`src/rtl/nibble_seq_adder.sv`:
```
// Add/subtract sequencer that reuses one 4-bit adder slice, one nibble per cycle, LSB first.
// Latency: out_valid rises NNIB cycles after the acceptance edge; issue interval is NNIB+2 cycles.
// Backpressure: result and flags stay in DONE until out_ready; in_ready is high only in IDLE.
// Optional NIBBLE_SEQ_SAT_EN: on signed overflow the result is clamped to the signed limit.
module nibble_seq_adder #(
    parameter int WIDTH = 16
) (
    input  logic             clk,
    input  logic             rst,
    input  logic             in_valid,
    output logic             in_ready,
    input  logic [WIDTH-1:0] a,
    input  logic [WIDTH-1:0] b,
    input  logic             sub,
    output logic             out_valid,
    input  logic             out_ready,
    output logic [WIDTH-1:0] result,
    output logic             carry,
    output logic             overflow,
    output logic             zero,
    output logic             busy
);
    localparam int NNIB = WIDTH / 4;
    localparam int IW   = $clog2(NNIB);

    typedef enum logic [1:0] {
        IDLE = 2'd0,
        RUN  = 2'd1,
        DONE = 2'd2
    } state_t;

    state_t           state;
    state_t           state_nxt;
    logic [WIDTH-1:0] a_reg;
    logic [WIDTH-1:0] b_reg;
    logic [WIDTH-1:0] res_reg;
    logic [IW-1:0]    idx;
    logic             cy_reg;
    logic             ovf_reg;

    logic [3:0]       nib_a;
    logic [3:0]       nib_b;
    logic [3:0]       low3;
    logic [4:0]       full;
    logic             ovf_now;
    logic             last;

    // 4-bit slice; the 3-bit partial sum exposes the carry into the MSB bit.
    always_comb begin
        nib_a   = a_reg[{idx, 2'b00} +: 4];
        nib_b   = b_reg[{idx, 2'b00} +: 4];
        low3    = {1'b0, nib_a[2:0]} + {1'b0, nib_b[2:0]} + {3'b000, cy_reg};
        full    = {1'b0, nib_a} + {1'b0, nib_b} + {4'b0000, cy_reg};
        ovf_now = low3[3] ^ full[4];
        last    = (idx == IW'(NNIB - 1));
    end

    always_ff @(posedge clk) begin
        if (rst) begin
            state <= IDLE;
        end else begin
            state <= state_nxt;
        end
    end

    always_comb begin
        state_nxt = state;
        case (state)
            IDLE:    if (in_valid)  state_nxt = RUN;
            RUN:     if (last)      state_nxt = DONE;
            DONE:    if (out_ready) state_nxt = IDLE;
            default:                state_nxt = IDLE;
        endcase
    end

    always_comb begin
        in_ready  = (state == IDLE);
        out_valid = (state == DONE);
        busy      = (state == RUN) || (state == DONE);
        result    = res_reg;
        carry     = (state == DONE) && cy_reg;
        overflow  = (state == DONE) && ovf_reg;
        zero      = (state == DONE) && (res_reg == '0);
    end

    always_ff @(posedge clk) begin
        if (rst) begin
            a_reg   <= '0;
            b_reg   <= '0;
            res_reg <= '0;
            idx     <= '0;
            cy_reg  <= 1'b0;
            ovf_reg <= 1'b0;
        end else begin
            case (state)
                IDLE: begin
                    if (in_valid) begin
                        a_reg   <= a;
                        b_reg   <= sub ? ~b : b;
                        cy_reg  <= sub;
                        idx     <= '0;
                        ovf_reg <= 1'b0;
                    end
                end
                RUN: begin
                    res_reg[{idx, 2'b00} +: 4] <= full[3:0];
                    cy_reg                     <= full[4];
                    if (last) begin
                        ovf_reg <= ovf_now;
`ifdef NIBBLE_SEQ_SAT_EN
                        // Clamp direction follows the sign of A, which both operands share on overflow.
                        if (ovf_now) begin
                            res_reg <= a_reg[WIDTH-1] ? {1'b1, {(WIDTH-1){1'b0}}}
                                                      : {1'b0, {(WIDTH-1){1'b1}}};
                        end
`endif
                    end else begin
                        idx <= idx + 1'b1;
                    end
                end
                default: ;
            endcase
        end
    end
endmodule

```
`config.mk`:
```
export PLATFORM = sky130hd
export DESIGN_NAME = nibble_seq_adder
export DESIGN_NICKNAME = d
export VERILOG_FILES = /design/src/rtl/nibble_seq_adder.sv
export SDC_FILE = /design/constraint.sdc
export NUM_CORES = 1
export LEC_CHECK = 0
export BUFFER_PORTS_ARGS = -buffer_cell sky130_fd_sc_hd__clkbuf_2
export CAP_MARGIN = 20
export CELL_PAD_IN_SITES_DETAIL_PLACEMENT = 0
export CELL_PAD_IN_SITES_GLOBAL_PLACEMENT = 1
export CORE_MARGIN = 3
export CORE_UTILIZATION = 37
export CTS_CLUSTER_DIAMETER = 150
export DETAILED_ROUTE_END_ITERATION = 8
export HOLD_SLACK_MARGIN = 0.02
export MAX_ROUTING_LAYER = met4
export PLACE_DENSITY = 0.8
export SLEW_MARGIN = 20
export SYNTH_ARGS = -nofsm -noshare
export SYNTH_HDL_FRONTEND = slang
export SYNTH_SLANG_ARGS = --single-unit
export TNS_END_PERCENT = 50
```
`constraint.sdc`:
```
create_clock -name clk -period 2.8 [get_ports clk]
set_input_delay 0.42 -clock clk [delete_from_list [all_inputs] [get_ports clk]]
set_output_delay 0.42 -clock clk [all_outputs]
set_load 0.01 [all_outputs]
```
==> results of run 1 <==
logic make-up (layout without fill, tap and decap cells):
kind of cell	Yosys count	after routing	synth area share, %
flip-flops	54	54	39.67
buffers and inverters	26	78	5.050
AO/OA/AOI/OAI	64	64	15.93
adder cells (fa/ha/maj)	14	14	6.979
XOR/XNOR	19	19	6.107
multiplexers	10	10	8.448
AND/OR/NAND/NOR	99	99	17.82
per-stage QoR:
stage	hold WS, ns	total power [W]
2_1_floorplan	0.4315	0.001211
3_3_place_gp	0.4400	0.001324
3_5_place_dp	0.4457	0.001328
4_1_cts	0.3194	0.001750
5_1_grt	0.3302	0.001837
6_report	0.3282	0.001733
critical path, delay by kind of cell (launching register included):
kind | cells | cell delay (ns)
muxes | 1 | 0.60
adders and majority gates | 2 | 0.89
DFF | 1 | 0.40
xor gates and xnor gates | 1 | 0.14
AOI/OAI and AO/OA | 3 | 0.48
area by class of cell:
| class | count | area [um^2] | share of cell area [%] |
|---|---|---|---|
| multi-input cells | 206 | 1506 | 47.78 |
| clock inverters | 2 | 13.76 | 0.4365 |
| well taps | 96 | 120.1 | 3.810 |
| clock buffers | 5 | 68.82 | 2.183 |
| inverters | 8 | 35.03 | 1.111 |
| repair buffers | 63 | 327.8 | 10.40 |
| flip-flops and latches | 54 | 1081 | 34.29 |
Yosys cell counts (2+ instances only):
cell	instances
sky130_fd_sc_hd__a21o_1	2
sky130_fd_sc_hd__dfxtp_1	54
sky130_fd_sc_hd__fa_1	2
sky130_fd_sc_hd__nand3b_1	4
sky130_fd_sc_hd__a211oi_1	16
sky130_fd_sc_hd__nand2_1	41
sky130_fd_sc_hd__nor2_1	32
sky130_fd_sc_hd__mux2i_1	2
sky130_fd_sc_hd__a22oi_1	12
sky130_fd_sc_hd__xnor2_1	17
sky130_fd_sc_hd__ha_1	12
sky130_fd_sc_hd__buf_4	3
sky130_fd_sc_hd__xor2_1	2
sky130_fd_sc_hd__clkbuf_1	5
sky130_fd_sc_hd__a21oi_1	20
sky130_fd_sc_hd__buf_2	7
sky130_fd_sc_hd__mux4_1	8
sky130_fd_sc_hd__nand2b_1	5
sky130_fd_sc_hd__o21ai_0	2
sky130_fd_sc_hd__o211ai_1	2
sky130_fd_sc_hd__clkbuf_4	2
sky130_fd_sc_hd__and4b_1	2
sky130_fd_sc_hd__and2_1	3
sky130_fd_sc_hd__o22ai_1	2
sky130_fd_sc_hd__inv_1	6
sky130_fd_sc_hd__nor4_1	3
power groups by stage:
stage | clock network [W] | registers [W] | logic (W)
floorplan | 0 | 0.000874 | 0.000336
global placement | 0 | 0.000883 | 0.000441
detailed placement | 0 | 0.000883 | 0.000445
CTS | 0.000440 | 0.000865 | 0.000445
global route | 0.000471 | 0.000873 | 0.000494
finish | 0.000428 | 0.000864 | 0.000440
path summary, 6_finish.rpt:
path,slack (ns),endpoint,start,cells past startpoint
min,0.33,a_reg[3],a[3],3
max,0.18,ovf_reg,idx[0],7
min reg2reg,0.45,a_reg[10],a_reg[10],2
max reg2reg,0.18,ovf_reg,idx[0],7
per-layer routing:
layer | up-vias | GRT usage (%) | wire length, um
li1 | 1116 | - | -
met1 | 988 | 19.51 | 2885
met2 | 50 | 24.41 | 2702
met3 | 3 | 3.117 | 246
met4 | 0 | 2.351 | 21
met5 | - | - | 0
==> impl_metrics.json, run 1 <==
{
  "outcome": "finished clean",
  "hold_class": "input pin to flop",
  "timing_worst_slew_pin_value_ns": 0.6687,
  "postCtsHoldBufs": 0,
  "fp.dieH_um": 91.82,
  "detailed_place.area_um2": 3070,
  "num-fill-cells": 747,
  "vdd_drop_max_uv": 247.0,
  "grt_util_all_layers_pct": 14.93,
  "crit_path_start_kind": "flop",
  "clock_power_share_pct": 24.7,
  "numCtsBuffers": 5,
  "drt_pre_antenna_iters": 4,
  "number_of_buffers_inserted_by_post_cts_setup_repair": 0,
  "port_buffers": 58,
  "timing_worst_setup_path_type": "flop to flop",
  "p_int_w": 0.001189,
  "count_of_antenna_violating_nets_left_after_detailed_routing": 0,
  "hpwl_um": 4405,
  "timing.final.crit_share_pct": 93.56,
  "final_max_slew_viol_count": 0,
  "period_minus_slack_ns": 2.620,
  "cts.htree.levels": 2,
  "post_route_cells_drive_above_1_share_pct": 23.08,
  "synth_top_area_cell": "sky130_fd_sc_hd__dfxtp_1",
  "ctsRootBufferMaster": "sky130_fd_sc_hd__clkbuf_8",
  "finalHoldViolations": 0,
  "finish.instance_area_um2": 3153,
  "critical_path.cell_chain": "mux4_1 -> fa_1 -> fa_1 -> a21o_1 -> a21oi_1 -> xnor2_1 -> o22ai_1",
  "gp_routability_congestion": 0.8444,
  "cts_tree": "yes",
  "power_leakage_nw": 1.331,
  "timing.critical_path.mode_cell": "sky130_fd_sc_hd__fa_1",
  "final_common_cell": "sky130_fd_sc_hd__clkbuf_2",
  "rows": 30,
  "drt_drc_violations_left": 0,
  "ys_seq_area_share_pct": 39.67,
  "max-slew-margin-rel_pct": 55.42,
  "finish.net_count": 389,
  "clk_transition_reported_paths_ns": 0.09,
  "core_area_um2": 6982,
  "finalCoreUtilization_pct": 45.16,
  "via_count": 2157,
  "synth_top_cell_area_share_pct": 39.67,
  "antennaDiodeCount": 0,
  "power.net_switching_w": 0.0005447,
  "power_density_nw_per_um2": 549.7,
  "route.detailed.vias_per_inst": 4.970,
  "fin_ws_ns": 0.1803,
  "synthesis.nets": 337,
  "layout_common_cells": "sky130_fd_sc_hd__clkbuf_2 (58), sky130_fd_sc_hd__dfxtp_1 (54), sky130_fd_sc_hd__nand2_1 (41), sky130_fd_sc_hd__nor2_1 (32), sky130_fd_sc_hd__a21oi_1 (20)",
  "cts_resized": 0,
  "clock_tree.buffer_depth": 2,
  "synth-main-ff-cell": "sky130_fd_sc_hd__dfxtp_1",
  "layout-area-overhead-vs-synth_pct": 15.70,
  "synth.distinct_cells": 46,
  "initial_utilization_pct": 39.03,
  "critPathCaptureType": "flop",
  "timing.final.setup_violations": 0,
  "arrival_ns": 2.81,
  "io_pins": 59,
  "first_global_vias": 2177,
  "maximum_capacitance_violations": 0,
  "postSynth.asyncResetShare_pct": 0,
  "post_synth_instance_area_um2": 2725,
  "final_cells": 434,
  "ys_ff_latch": 54,
  "share_comb_of_total_power_pct": 25.4,
  "die_width_um": 91.82,
  "antenna_found_initial": 0,
  "power.share.sequential_pct": 49.9,
  "synth-warning-count": 0,
  "setup_tns_ns": 0,
  "synth_area_leaders": "sky130_fd_sc_hd__dfxtp_1 (40%), sky130_fd_sc_hd__mux4_1 (7.7%), sky130_fd_sc_hd__nand2_1 (5.6%)",
  "cp_data_required_time_ns": 2.99,
  "cts_num_sinks": 54,
  "worst-path-max-fanout": 4,
  "congestion_overflow_gr": 0,
  "post_syn_area_per_cell_um2": 9.528,
  "placed_cells_incl_taps": 427,
  "cpMaxStageDelayCell": "sky130_fd_sc_hd__mux4_1",
  "grt_max_degree": 49,
  "full_die_area_um2": 8431,
  "drt-initial-drc-count": 80,
  "wl_per_cell_um": 13.49,
  "fin_worst_skew_ns": 0.003425,
  "grt_first_pass_wirelength_um": 10140,
  "dpl_worst_slack_ns": 0.1935,
  "max_frequency_mhz": 381.7,
  "syn-instance-count": 286,
  "switching_part_of_the_total_power_pct": 31.43,
  "rsz0062_at_grt": "no",
  "clk-insertion-delay-late_ns": 0.30,
  "synth_edf_count": 0,
  "drt-total-wl_um": 5856,
  "timing.critical_path.slowest_cell_delay_ns": 0.60
}
Power figures use the tool's default switching activity.
==> run 2, diff against run 1 <==
--- a/config.mk
+++ b/config.mk
@@ -10,12 +10,13 @@
 export CELL_PAD_IN_SITES_DETAIL_PLACEMENT = 0
 export CELL_PAD_IN_SITES_GLOBAL_PLACEMENT = 1
 export CORE_MARGIN = 3
-export CORE_UTILIZATION = 37
+export CORE_UTILIZATION = 44
 export CTS_CLUSTER_DIAMETER = 150
 export DETAILED_ROUTE_END_ITERATION = 8
 export HOLD_SLACK_MARGIN = 0.02
 export MAX_ROUTING_LAYER = met4
-export PLACE_DENSITY = 0.8
+export PLACE_DENSITY = 0.88
+export SKIP_LAST_GASP = 1
 export SLEW_MARGIN = 20
 export SYNTH_ARGS = -nofsm -noshare
 export SYNTH_HDL_FRONTEND = slang
==> constraint.sdc (replaced) <==
create_clock -name clk -period 3.35 [get_ports clk]
set_input_delay 0.5025 -clock clk [delete_from_list [all_inputs] [get_ports clk]]
set_output_delay 0.5025 -clock clk [all_outputs]
set_load 0.01 [all_outputs]
==> run 2 against run 1 <==
Clock-buffer cell count unchanged. Flip-flop and latch count did not move. Worst setup slack improved by 0.25 ns.
==> impl_metrics.json, run 2 (synthesized netlist as in run 1, its figures left out) <==
{
  "final_common_cell": "sky130_fd_sc_hd__clkbuf_2",
  "crit_path_start_kind": "flop",
  "clk_transition_reported_paths_ns": 0.10,
  "hold_class": "input pin to flop",
  "antenna_found_initial": 0,
  "crit_reg_reg_startpoint": "idx[0]",
  "via_count": 2167,
  "critPathCaptureType": "flop",
  "cts.htree.levels": 2,
  "met2_wirelength_um": 2724,
  "congestion_overflow_gr": 0,
  "finalHoldViolations": 0,
  "fp.dieH_um": 84.70,
  "outcome": "finished clean",
  "route.top_layer_used": "met4",
  "final_max_slew_viol_count": 0,
  "worst_hold_path_startpoint": "a[7]",
  "wl_per_cell_um": 14.02,
  "postCtsHoldBufs": 0,
  "routedLengthMet1_um": 2696,
  "count_of_antenna_violating_nets_left_after_detailed_routing": 0,
  "drt-initial-drc-count": 145,
  "cpMaxStageDelayCell": "sky130_fd_sc_hd__mux4_1",
  "drt_drc_violations_left": 0,
  "cts_resized": 0,
  "timing.final.crit_share_pct": 87.02,
  "clock_tree.buffer_depth": 2,
  "timing_worst_slew_pin_value_ns": 1.032,
  "ctsRootBufferMaster": "sky130_fd_sc_hd__clkbuf_8",
  "core_area_um2": 5956,
  "critical_path.cell_chain": "mux4_1 -> fa_1 -> fa_1 -> a21o_1 -> a21oi_1 -> a211o_1 -> a21oi_1",
  "setup_tns_ns": 0,
  "path_delay_family": "adder cells",
  "cp.buffers_inverters": 0,
  "final_total_pwr_w": 0.001544,
  "finish.net_count": 387,
  "rows": 28,
  "arrival_ns": 3.08,
  "grt_util_all_layers_pct": 17.67,
  "grt_max_degree": 60,
  "max-slew-margin-rel_pct": 31.19,
  "grt_first_pass_wirelength_um": 10030,
  "io_pins": 59,
  "wl_met3_um": 296,
  "first_global_vias": 2146,
  "fin_worst_skew_ns": 0.01256,
  "worst-path-max-fanout": 9,
  "number_of_buffers_inserted_by_post_cts_setup_repair": 0,
  "post_route_cells_drive_above_1_share_pct": 22.85,
  "layout-area-overhead-vs-synth_pct": 15.43,
  "clk-insertion-delay-late_ns": 0.32,
  "hpwl_um": 4307,
  "drt_pre_antenna_iters": 4,
  "numCtsBuffers": 5,
  "cts_tree": "yes",
  "period_minus_slack_ns": 2.915,
  "gp_routability_congestion": 0.7773,
  "cts_num_sinks": 54,
  "worst_setup_sp": "idx[0]",
  "die_width_um": 84.70,
  "maximum_capacitance_violations": 0,
  "rsz0062_at_grt": "no",
  "cp_data_required_time_ns": 3.51,
  "layout_common_cells": "sky130_fd_sc_hd__clkbuf_2 (57), sky130_fd_sc_hd__dfxtp_1 (54), sky130_fd_sc_hd__nand2_1 (41), sky130_fd_sc_hd__nor2_1 (32), sky130_fd_sc_hd__a21oi_1 (20)",
  "initial_utilization_pct": 45.76,
  "power_density_nw_per_um2": 490.7,
  "route.detailed.vias_per_inst": 5.260,
  "vdd_drop_max_uv": 321.3,
  "fin_worst_hold_slack_ns": 0.3876,
  "full_die_area_um2": 7174,
  "max_frequency_mhz": 343.0,
  "antennaDiodeCount": 0,
  "timing_worst_setup_path_type": "flop to flop",
  "power_leakage_nw": 1.335,
  "drt-total-wl_um": 5777,
  "port_buffers": 58,
  "timing.final.setup_violations": 0,
  "timing.critical_path.slowest_cell_delay_ns": 0.64
}
==> run 2: cell count changes in the layout (fill, tap and decap cells not counted), sizes merged <==
cell    change
buf         -1
clkbuf      -1
bufinv      +1
==> run 2: layout make-up <==
class / count / area, um^2
Fill cell: 581 / 2810
Multi-Input combinational cell: 206 / 1506
Sequential cell: 54 / 1081
Timing Repair Buffer: 61 / 312.8
Tap cell: 75 / 93.84
Clock buffer: 5 / 68.82
Clock inverter: 3 / 47.55
Inverter: 8 / 35.03
==> run 2: path summary, 6_finish.rpt <==
kind              cells past startpoint        end  slack (ns)
setup reg to reg                      7     cy_reg        0.43
hold / removal                        3   a_reg[7]        0.39
hold reg to reg                       2  a_reg[15]        0.46
setup / recovery                      7     cy_reg        0.43
==> run 2: worst min-delay path, stage by stage <==
cell	delay, ns
sky130_fd_sc_hd__clkbuf_2	0.08
sky130_fd_sc_hd__nand2_1	0.04
sky130_fd_sc_hd__a21oi_1	0.05
==> run 2: report_power, final <==
group / total (W) / internal, W / switching (W)
sequential: 0.000729 / 0.000693 / 0.0000358
clock: 0.000452 / 0.000227 / 0.000225
combinational: 0.000363 / 0.000154 / 0.000209
==> run 2: per-stage QoR <==
step | setup slack (ns) | area, um^2 | std cells | util [%]
final | 0.4347 | 3146 | 412 | 52.82
after global routing | 0.2421 | 3146 | 412 | 52.82
after CTS | 0.4319 | 3146 | 412 | 52.82
after detailed placement | 0.4516 | 3029 | 404 | 50.86
after global placement | 0.5154 | 3029 | 404 | 50.86
after floorplan | 0.6814 | 2725 | 286 | -
==> run 2: routing by layer <==
metal | vias to the layer above | global-route usage, %
met5 | - | -
met4 | 0 | 4.029
met3 | 7 | 4.122
met2 | 57 | 28.47
met1 | 991 | 22.66
li1 | 1112 | -
